**src/rtl/cache_fill_fsm_pkg.sv**
```systemverilog
// cache_fill_fsm_pkg: state encodings and block-geometry helpers shared
// by the fill engine and the cache tag/data arrays.
package cache_fill_fsm_pkg;

    typedef enum logic [1:0] {
        IDLE = 2'b00,
        FILL = 2'b01,
        DONE = 2'b10
    } fill_state_e;

    function automatic int bytes_per_word(input int dwidth);
        return dwidth / 8;
    endfunction

    function automatic int block_off(input int dwidth, input int words);
        return $clog2(words * (dwidth / 8));
    endfunction

endpackage

```
**src/rtl/cache_fill_fsm_if.sv**
```systemverilog
// cache_fill_if: miss request, memory read port and cache array write
// port of one fill engine; master is the engine, slave the environment.
interface cache_fill_if #(
    parameter int DWIDTH          = 16,
    parameter int AWIDTH          = 16,
    parameter int WORDS_PER_BLOCK = 8
);
    localparam int IW = $clog2(WORDS_PER_BLOCK);

    logic              miss_detected;
    logic [AWIDTH-1:0] miss_address;
    logic              fsm_busy;
    logic              mem_read;
    logic [AWIDTH-1:0] memory_address;
    logic              memory_data_valid;
    logic [DWIDTH-1:0] memory_data;
    logic              write_data_array;
    logic [IW-1:0]     cache_word_index;
    logic [DWIDTH-1:0] cache_data;
    logic              write_tag_array;
    logic              fill_done;

    modport master (
        input  miss_detected,
        input  miss_address,
        input  memory_data_valid,
        input  memory_data,
        output fsm_busy,
        output mem_read,
        output memory_address,
        output write_data_array,
        output cache_word_index,
        output cache_data,
        output write_tag_array,
        output fill_done
    );

    modport slave (
        output miss_detected,
        output miss_address,
        output memory_data_valid,
        output memory_data,
        input  fsm_busy,
        input  mem_read,
        input  memory_address,
        input  write_data_array,
        input  cache_word_index,
        input  cache_data,
        input  write_tag_array,
        input  fill_done
    );

endinterface

```
**src/rtl/cache_fill_fsm_block_counter.sv**
```systemverilog
// block_counter: saturating up-counter with synchronous clear and a
// terminal-count flag, used for both read issue and word receive.
module block_counter #(
    parameter int WIDTH = 4,
    parameter int MAX   = 8
) (
    input  logic             clk,
    input  logic             rst,
    input  logic             clr_i,
    input  logic             en_i,
    output logic [WIDTH-1:0] cnt_o,
    output logic             tc_o
);
    localparam logic [WIDTH-1:0] MAX_V = WIDTH'(MAX);
    localparam logic [WIDTH-1:0] ONE   = WIDTH'(1);

    logic [WIDTH-1:0] cnt_q;
    logic [WIDTH-1:0] cnt_d;

    assign tc_o  = (cnt_q == MAX_V);
    assign cnt_o = cnt_q;

    always_comb begin
        cnt_d = cnt_q;
        if (clr_i) begin
            cnt_d = '0;
        end else if (en_i && !tc_o) begin
            cnt_d = cnt_q + ONE;
        end
    end

    always_ff @(posedge clk or posedge rst) begin
        if (rst) begin
            cnt_q <= '0;
        end else begin
            cnt_q <= cnt_d;
        end
    end

endmodule

```
**src/rtl/cache_fill_fsm.sv**
```systemverilog
// cache_fill_fsm: on a miss, stalls the pipeline, streams one aligned
// block from pipelined memory into the data array, then writes the tag.
module cache_fill_fsm
    import cache_fill_fsm_pkg::*;
#(
    parameter int DWIDTH          = 16,
    parameter int AWIDTH          = 16,
    parameter int WORDS_PER_BLOCK = 8
) (
    input logic          clk,
    input logic          rst,
    cache_fill_if.master bus
);
    localparam int BYTES = bytes_per_word(DWIDTH);
    localparam int OFF   = block_off(DWIDTH, WORDS_PER_BLOCK);
    localparam int IW    = $clog2(WORDS_PER_BLOCK);
    localparam int CW    = IW + 1;

    localparam logic [AWIDTH-1:0] BASE_MASK = {AWIDTH{1'b1}} << OFF;
    localparam logic [AWIDTH-1:0] BYTES_A   = AWIDTH'(BYTES);

    fill_state_e       state_q;
    fill_state_e       state_d;
    logic [AWIDTH-1:0] base_q;
    logic [AWIDTH-1:0] base_d;
    logic              rd_q;
    logic              rd_d;
    logic [AWIDTH-1:0] addr_q;
    logic [AWIDTH-1:0] addr_d;

    logic              fill_st;
    logic              done_st;
    logic              accept;
    logic [CW-1:0]     issue_cnt;
    logic              issue_tc;
    logic [IW-1:0]     rcv_cnt;
    logic              rcv_last;

    assign fill_st = (state_q == FILL);
    assign done_st = (state_q == DONE);
    assign accept  = fill_st && bus.memory_data_valid;

    // issue_cnt counts reads already loaded into the output register,
    // so it runs one ahead of the read currently on the bus
    block_counter #(
        .WIDTH (CW),
        .MAX   (WORDS_PER_BLOCK)
    ) u_issue (
        .clk   (clk),
        .rst   (rst),
        .clr_i (done_st),
        .en_i  (rd_d),
        .cnt_o (issue_cnt),
        .tc_o  (issue_tc)
    );

    block_counter #(
        .WIDTH (IW),
        .MAX   (WORDS_PER_BLOCK - 1)
    ) u_rcv (
        .clk   (clk),
        .rst   (rst),
        .clr_i (done_st),
        .en_i  (accept),
        .cnt_o (rcv_cnt),
        .tc_o  (rcv_last)
    );

    always_comb begin
        state_d = state_q;
        base_d  = base_q;
        unique case (state_q)
            IDLE: begin
                if (bus.miss_detected) begin
                    state_d = FILL;
                    base_d  = bus.miss_address & BASE_MASK;
                end
            end
            FILL: begin
                if (accept && rcv_last) begin
                    state_d = DONE;
                end
            end
            DONE: begin
                state_d = IDLE;
            end
            default: begin
                state_d = IDLE;
            end
        endcase
        rd_d   = (state_d == FILL) && !issue_tc;
        addr_d = addr_q;
        if (rd_d) begin
            addr_d = base_d + AWIDTH'(issue_cnt) * BYTES_A;
        end
    end

    always_ff @(posedge clk or posedge rst) begin
        if (rst) begin
            state_q <= IDLE;
            base_q  <= '0;
            rd_q    <= 1'b0;
            addr_q  <= '0;
        end else begin
            state_q <= state_d;
            base_q  <= base_d;
            rd_q    <= rd_d;
            addr_q  <= addr_d;
        end
    end

    assign bus.fsm_busy         = fill_st;
    assign bus.mem_read         = rd_q;
    assign bus.memory_address   = addr_q;
    assign bus.write_data_array = accept;
    assign bus.cache_word_index = rcv_cnt;
    assign bus.cache_data       = bus.memory_data;
    assign bus.write_tag_array  = accept && rcv_last;
    assign bus.fill_done        = done_st;

endmodule

```
**src/flat_wrapper.sv**
```systemverilog
// flat-port wrapper written by rule: the top's interface ports become plain ports
module cache_fill_fsm_flat import cache_fill_fsm_pkg::*;
#(
    parameter int DWIDTH          = 16,
    parameter int AWIDTH          = 16,
    parameter int WORDS_PER_BLOCK = 8
)
  (clk, rst, bus_miss_detected, bus_miss_address, bus_memory_data_valid, bus_memory_data, bus_fsm_busy, bus_mem_read, bus_memory_address, bus_write_data_array, bus_cache_word_index, bus_cache_data, bus_write_tag_array, bus_fill_done);
  cache_fill_if #(.DWIDTH(DWIDTH), .AWIDTH(AWIDTH), .WORDS_PER_BLOCK(WORDS_PER_BLOCK)) bus_i ();
  input logic clk;
  input logic rst;
  input wire logic [$bits(bus_i.miss_detected)-1:0] bus_miss_detected;
  input wire logic [$bits(bus_i.miss_address)-1:0] bus_miss_address;
  input wire logic [$bits(bus_i.memory_data_valid)-1:0] bus_memory_data_valid;
  input wire logic [$bits(bus_i.memory_data)-1:0] bus_memory_data;
  output wire logic [$bits(bus_i.fsm_busy)-1:0] bus_fsm_busy;
  output wire logic [$bits(bus_i.mem_read)-1:0] bus_mem_read;
  output wire logic [$bits(bus_i.memory_address)-1:0] bus_memory_address;
  output wire logic [$bits(bus_i.write_data_array)-1:0] bus_write_data_array;
  output wire logic [$bits(bus_i.cache_word_index)-1:0] bus_cache_word_index;
  output wire logic [$bits(bus_i.cache_data)-1:0] bus_cache_data;
  output wire logic [$bits(bus_i.write_tag_array)-1:0] bus_write_tag_array;
  output wire logic [$bits(bus_i.fill_done)-1:0] bus_fill_done;
  assign bus_i.miss_detected = bus_miss_detected;
  assign bus_i.miss_address = bus_miss_address;
  assign bus_i.memory_data_valid = bus_memory_data_valid;
  assign bus_i.memory_data = bus_memory_data;
  assign bus_fsm_busy = bus_i.fsm_busy;
  assign bus_mem_read = bus_i.mem_read;
  assign bus_memory_address = bus_i.memory_address;
  assign bus_write_data_array = bus_i.write_data_array;
  assign bus_cache_word_index = bus_i.cache_word_index;
  assign bus_cache_data = bus_i.cache_data;
  assign bus_write_tag_array = bus_i.write_tag_array;
  assign bus_fill_done = bus_i.fill_done;
  cache_fill_fsm #(.DWIDTH(DWIDTH), .AWIDTH(AWIDTH), .WORDS_PER_BLOCK(WORDS_PER_BLOCK)) u_core (.clk(clk), .rst(rst), .bus(bus_i));
endmodule
```
**config.mk**
```make
export PLATFORM = sky130hd
export DESIGN_NAME = cache_fill_fsm_flat
export DESIGN_NICKNAME = d
export VERILOG_FILES = /design/src/rtl/cache_fill_fsm_pkg.sv /design/src/rtl/cache_fill_fsm_if.sv /design/src/rtl/cache_fill_fsm_block_counter.sv /design/src/rtl/cache_fill_fsm.sv /design/src/flat_wrapper.sv
export SDC_FILE = /design/constraint.sdc
export NUM_CORES = 1
export LEC_CHECK = 0
export BUFFER_PORTS_ARGS = -buffer_cell sky130_fd_sc_hd__buf_2
export CAP_MARGIN = 20
export CORE_ASPECT_RATIO = 1.2
export CORE_MARGIN = 5
export CORE_UTILIZATION = 35
export DETAILED_ROUTE_END_ITERATION = 10
export PLACE_DENSITY = 0.63
export SYNTH_ARGS = -nofsm -noshare
export SYNTH_HDL_FRONTEND = slang
export SYNTH_SLANG_ARGS = --single-unit
```
**constraint.sdc**
```tcl
create_clock -name clk -period 4.9 [get_ports clk]
set_input_delay 0.735 -clock clk [delete_from_list [all_inputs] [get_ports clk]]
set_output_delay 0.735 -clock clk [all_outputs]
set_load 0.05 [all_outputs]
```
==> results.tsv <==
stage	metric	value	unit
critical_path	critPathCaptureType	register	
sta	fin_setup_tns	0	ns
die	die_w	83.2	um
sta	slew_violations	0	
critical_path	worstReg2RegStart	u_core.u_rcv.cnt_o[0]	
finish	drive_gt1_frac	0.198	
clock_tree	hold_buffers	0	
drt	wl_per_cell	13.4	um
clock_tree	cts_resized	0	
critical_path	path_class	input port to register	
min_path	whs_path_depth	2	
clock_tree	cts.sinks	42	
finish	diodes	0	
logic_synthesis	synth_nets	284	
min_path	hold_path.class	register to register	
die	die_h	97.9	um
critical_path	ff2ff_path_depth	9	
flow_run	cap_violations	0	
critical_path	cp_cell_sequence	buf_2, or3b_4, and2_1, ha_1, fa_1, nand3_1, nand2_1, o21ai_0, xor2_1, o21ai_1	
logic_synthesis	synth_cell_type_count	36	
drt	drt_pass1_iterations	4	
global_routing	grt_usage	0.120	
drt	drc	0	
sta	worst_clock_skew	0.00823	ns
sta	setup_viol	0	
sta	fin_crit	2.81	ns
critical_path	crit_start	bus_miss_detected	
logic_synthesis	ys_async_sr_fraction	1.00	
die	coreArea	6370	sq um
placed_design	pre_cts_slack	1.78	ns
global_routing	grt_pass1_wl	7960	um
logic_synthesis	synth_edf_count	0	
status	status	finished clean	
critical_path	crit_required	5.04	ns
sta	hold_viol	0	
sta	relSlewSlack	0.396	
logic_synthesis	syn_area	2250	sq um
global_routing	gr-total-overflow	0	
critical_path	crit_fanout	22	
critical_path	cp_slowest_cell	or3b_4	
logic_synthesis	synth-seq-cells	42	
global_routing	grt.met2_usage	0.209	
pwr	vdd_drop_max	0.212	mV
sta	rsz0062_at_grt	false	
global_routing	busiest_layer	met2	
finish	flow.area_growth_from_synthesis	10.5	%
logic_synthesis	synth-seq-area-share	0.467	
pwr	power_per_cell_area	700	nW/um^2
global_routing	grt_max_degree	43	
critical_path	start_kind	input port	
sta	timing.hold.ws	0.473	ns
die	num_rows	32	
placed_design	placed_cells	341	
sta	postLayoutSetupSlackWorst	2.09	ns
logic_synthesis	syn_avg_cell_area	9.42	sq um
clock_tree	cts_buffer_depth	2	
global_routing	met3_usage	0.0380	
global_routing	grt.met1_usage	0.138	
clock_tree	h-tree-depth	2	
finish	fillers	646	
logic_synthesis	synthCells	239	
finish	seq_area	1050	sq um
drt	drt_iter0_markers	88	
sta	worst_pin_slew	0.904	ns
drt	viasPerCell	4.75	
placed_design	portBuffers	39	
die	floorplan.initialDensity	0.354	
finish	fin_cells	347	
drt	vias	1647	
finish	nets	308	
critical_path	crit_path_max_incr_delay	0.50	ns
min_path	holdPathEnd	u_core.bus.memory_address[2]	
clock_tree	cts_tree	built	
sta	post-route-period-util	0.573	
global_routing	grt_pass1_vias	1667	
critical_path	worst_ep_arrival_time	2.95	ns
clock_tree	clock_latency	0.29	ns
clock_tree	postCtsSetupBuffers	0	
drt	ant_nets	0	
logic_synthesis	synth-warning-count	0	
drt	drt_wl_total	4660	um
clock_tree	numCtsBuffers	5	
die	die-area	8140	sq um
pwr	power.leakage	1.22	nW
clock_tree	cts-root-buf	clkbuf_8	
logic_synthesis	synth_flop_cell	dfrtp_1	
global_routing	antenna_found_initial	0	
sta	clock.fmax	356	MHz
placed_design	gp_congestion	0.755	
placed_design	dpl.hpwl	3400	um
clock_tree	clk_pin_slew	0.08	ns
critical_path	r2r-end	u_core.u_issue.cnt_o[3]	
die	io_pins	76	
critical_path	rrSetupSlack	2.13	ns
min_path	hp-start	u_core.bus.memory_address[2]	
finish	multi_input_area	1010	sq um
cell type report:
| cell class | count | share of cell area |
|---|---|---|
| clock buffer | 6 | 0.0332 |
| tap | 85 | 0.0428 |
| timing repair buffer | 41 | 0.0845 |
| sequential | 42 | 0.423 |
| multi-input combinational | 167 | 0.408 |
| inverter | 6 | 0.00905 |
worst max path at each step:
stage                                    end  cells past startpoint
2_1_floorplan   u_core.bus.memory_address[9]                     10
3_3_place_gp   u_core.bus.memory_address[12]                      9
3_5_place_dp    u_core.bus.memory_address[9]                     10
4_1_cts         u_core.bus.memory_address[9]                     10
5_1_grt              u_core.u_issue.cnt_o[3]                      9
6_report        u_core.bus.memory_address[9]                     10
registers in the layout (all words and copies together), names as in the netlist:
name	flops
u_core.bus.memory_address	16
u_core.state_q	2
u_core.u_issue.cnt_o	4
u_core.base_q	16
u_core.bus.mem_read	1
u_core.u_rcv.cnt_o	3
synth_stat cells (6+ instances only):
library cell  count  share of area
ha_1              8          0.044
o21ai_0          10          0.022
and3_1            7          0.019
nand2_1          61           0.10
xor2_1            9          0.035
dfrtp_1          42           0.47
buf_4            17          0.057
xnor2_1           9          0.035
a21oi_1           6          0.013
nor2_1            8          0.013
where the power goes:
group	switching [mW]	internal [mW]	total [mW]
sequential	0.101	0.500	0.601
clock	0.113	0.109	0.222
combinational	0.651	0.266	0.917
total	0.866	0.874	1.74
worst max-delay path: cells and delay by family:
kind | cells | cell delay [ns]
AO/OA/AOI/OAI | 2 | 0.22
XOR/XNOR | 1 | 0.19
adder cells (fa/ha/maj) | 2 | 0.65
buffers and inverters | 1 | 0.09
AND/OR/NAND/NOR | 4 | 1.06
per-stage QoR:
stage | cell area, sq um | utilization | total power [mW]
floorplan | 2250 | - | 1.36
global placement | 2400 | 0.378 | 1.51
detailed placement | 2400 | 0.378 | 1.54
CTS | 2490 | 0.391 | 1.77
global route | 2490 | 0.391 | 1.89
finish | 2490 | 0.391 | 1.74
kinds of logic (layout without fill, tap and decap cells):
| family | after synthesis | after routing | share of synthesized area |
|---|---|---|---|
| buffers and inverters | 30 | 53 | 0.0823 |
| adders and majority gates | 9 | 9 | 0.0534 |
| DFF | 42 | 42 | 0.467 |
| xor gates and xnor gates | 18 | 18 | 0.0700 |
| muxes | 6 | 6 | 0.0272 |
| and+or+nand+nor | 105 | 105 | 0.222 |
| AOI/OAI and AO/OA | 29 | 29 | 0.0784 |
placed cells by master, fill, tap and decap left out, drive strengths merged, types with 5 or more instances in the layout:
master and n:
and3 7, xor2 9, nand3 5, nand4 5, nor2 8, o21ai 15, clkbuf 6, a21oi 6
ha 8, nand2 61, xnor2 9, dfrtp 42, mux2i 5, buf 41, inv 5, and2 5
per-layer routing:
metal | part of all wire | wire, um
met1 | 0.44 | 2030
met2 | 0.50 | 2340
met3 | 0.049 | 227
met4 | 0.012 | 57
met5 | 0 | 0
No activity file was read; power rests on OpenSTA's default activity.
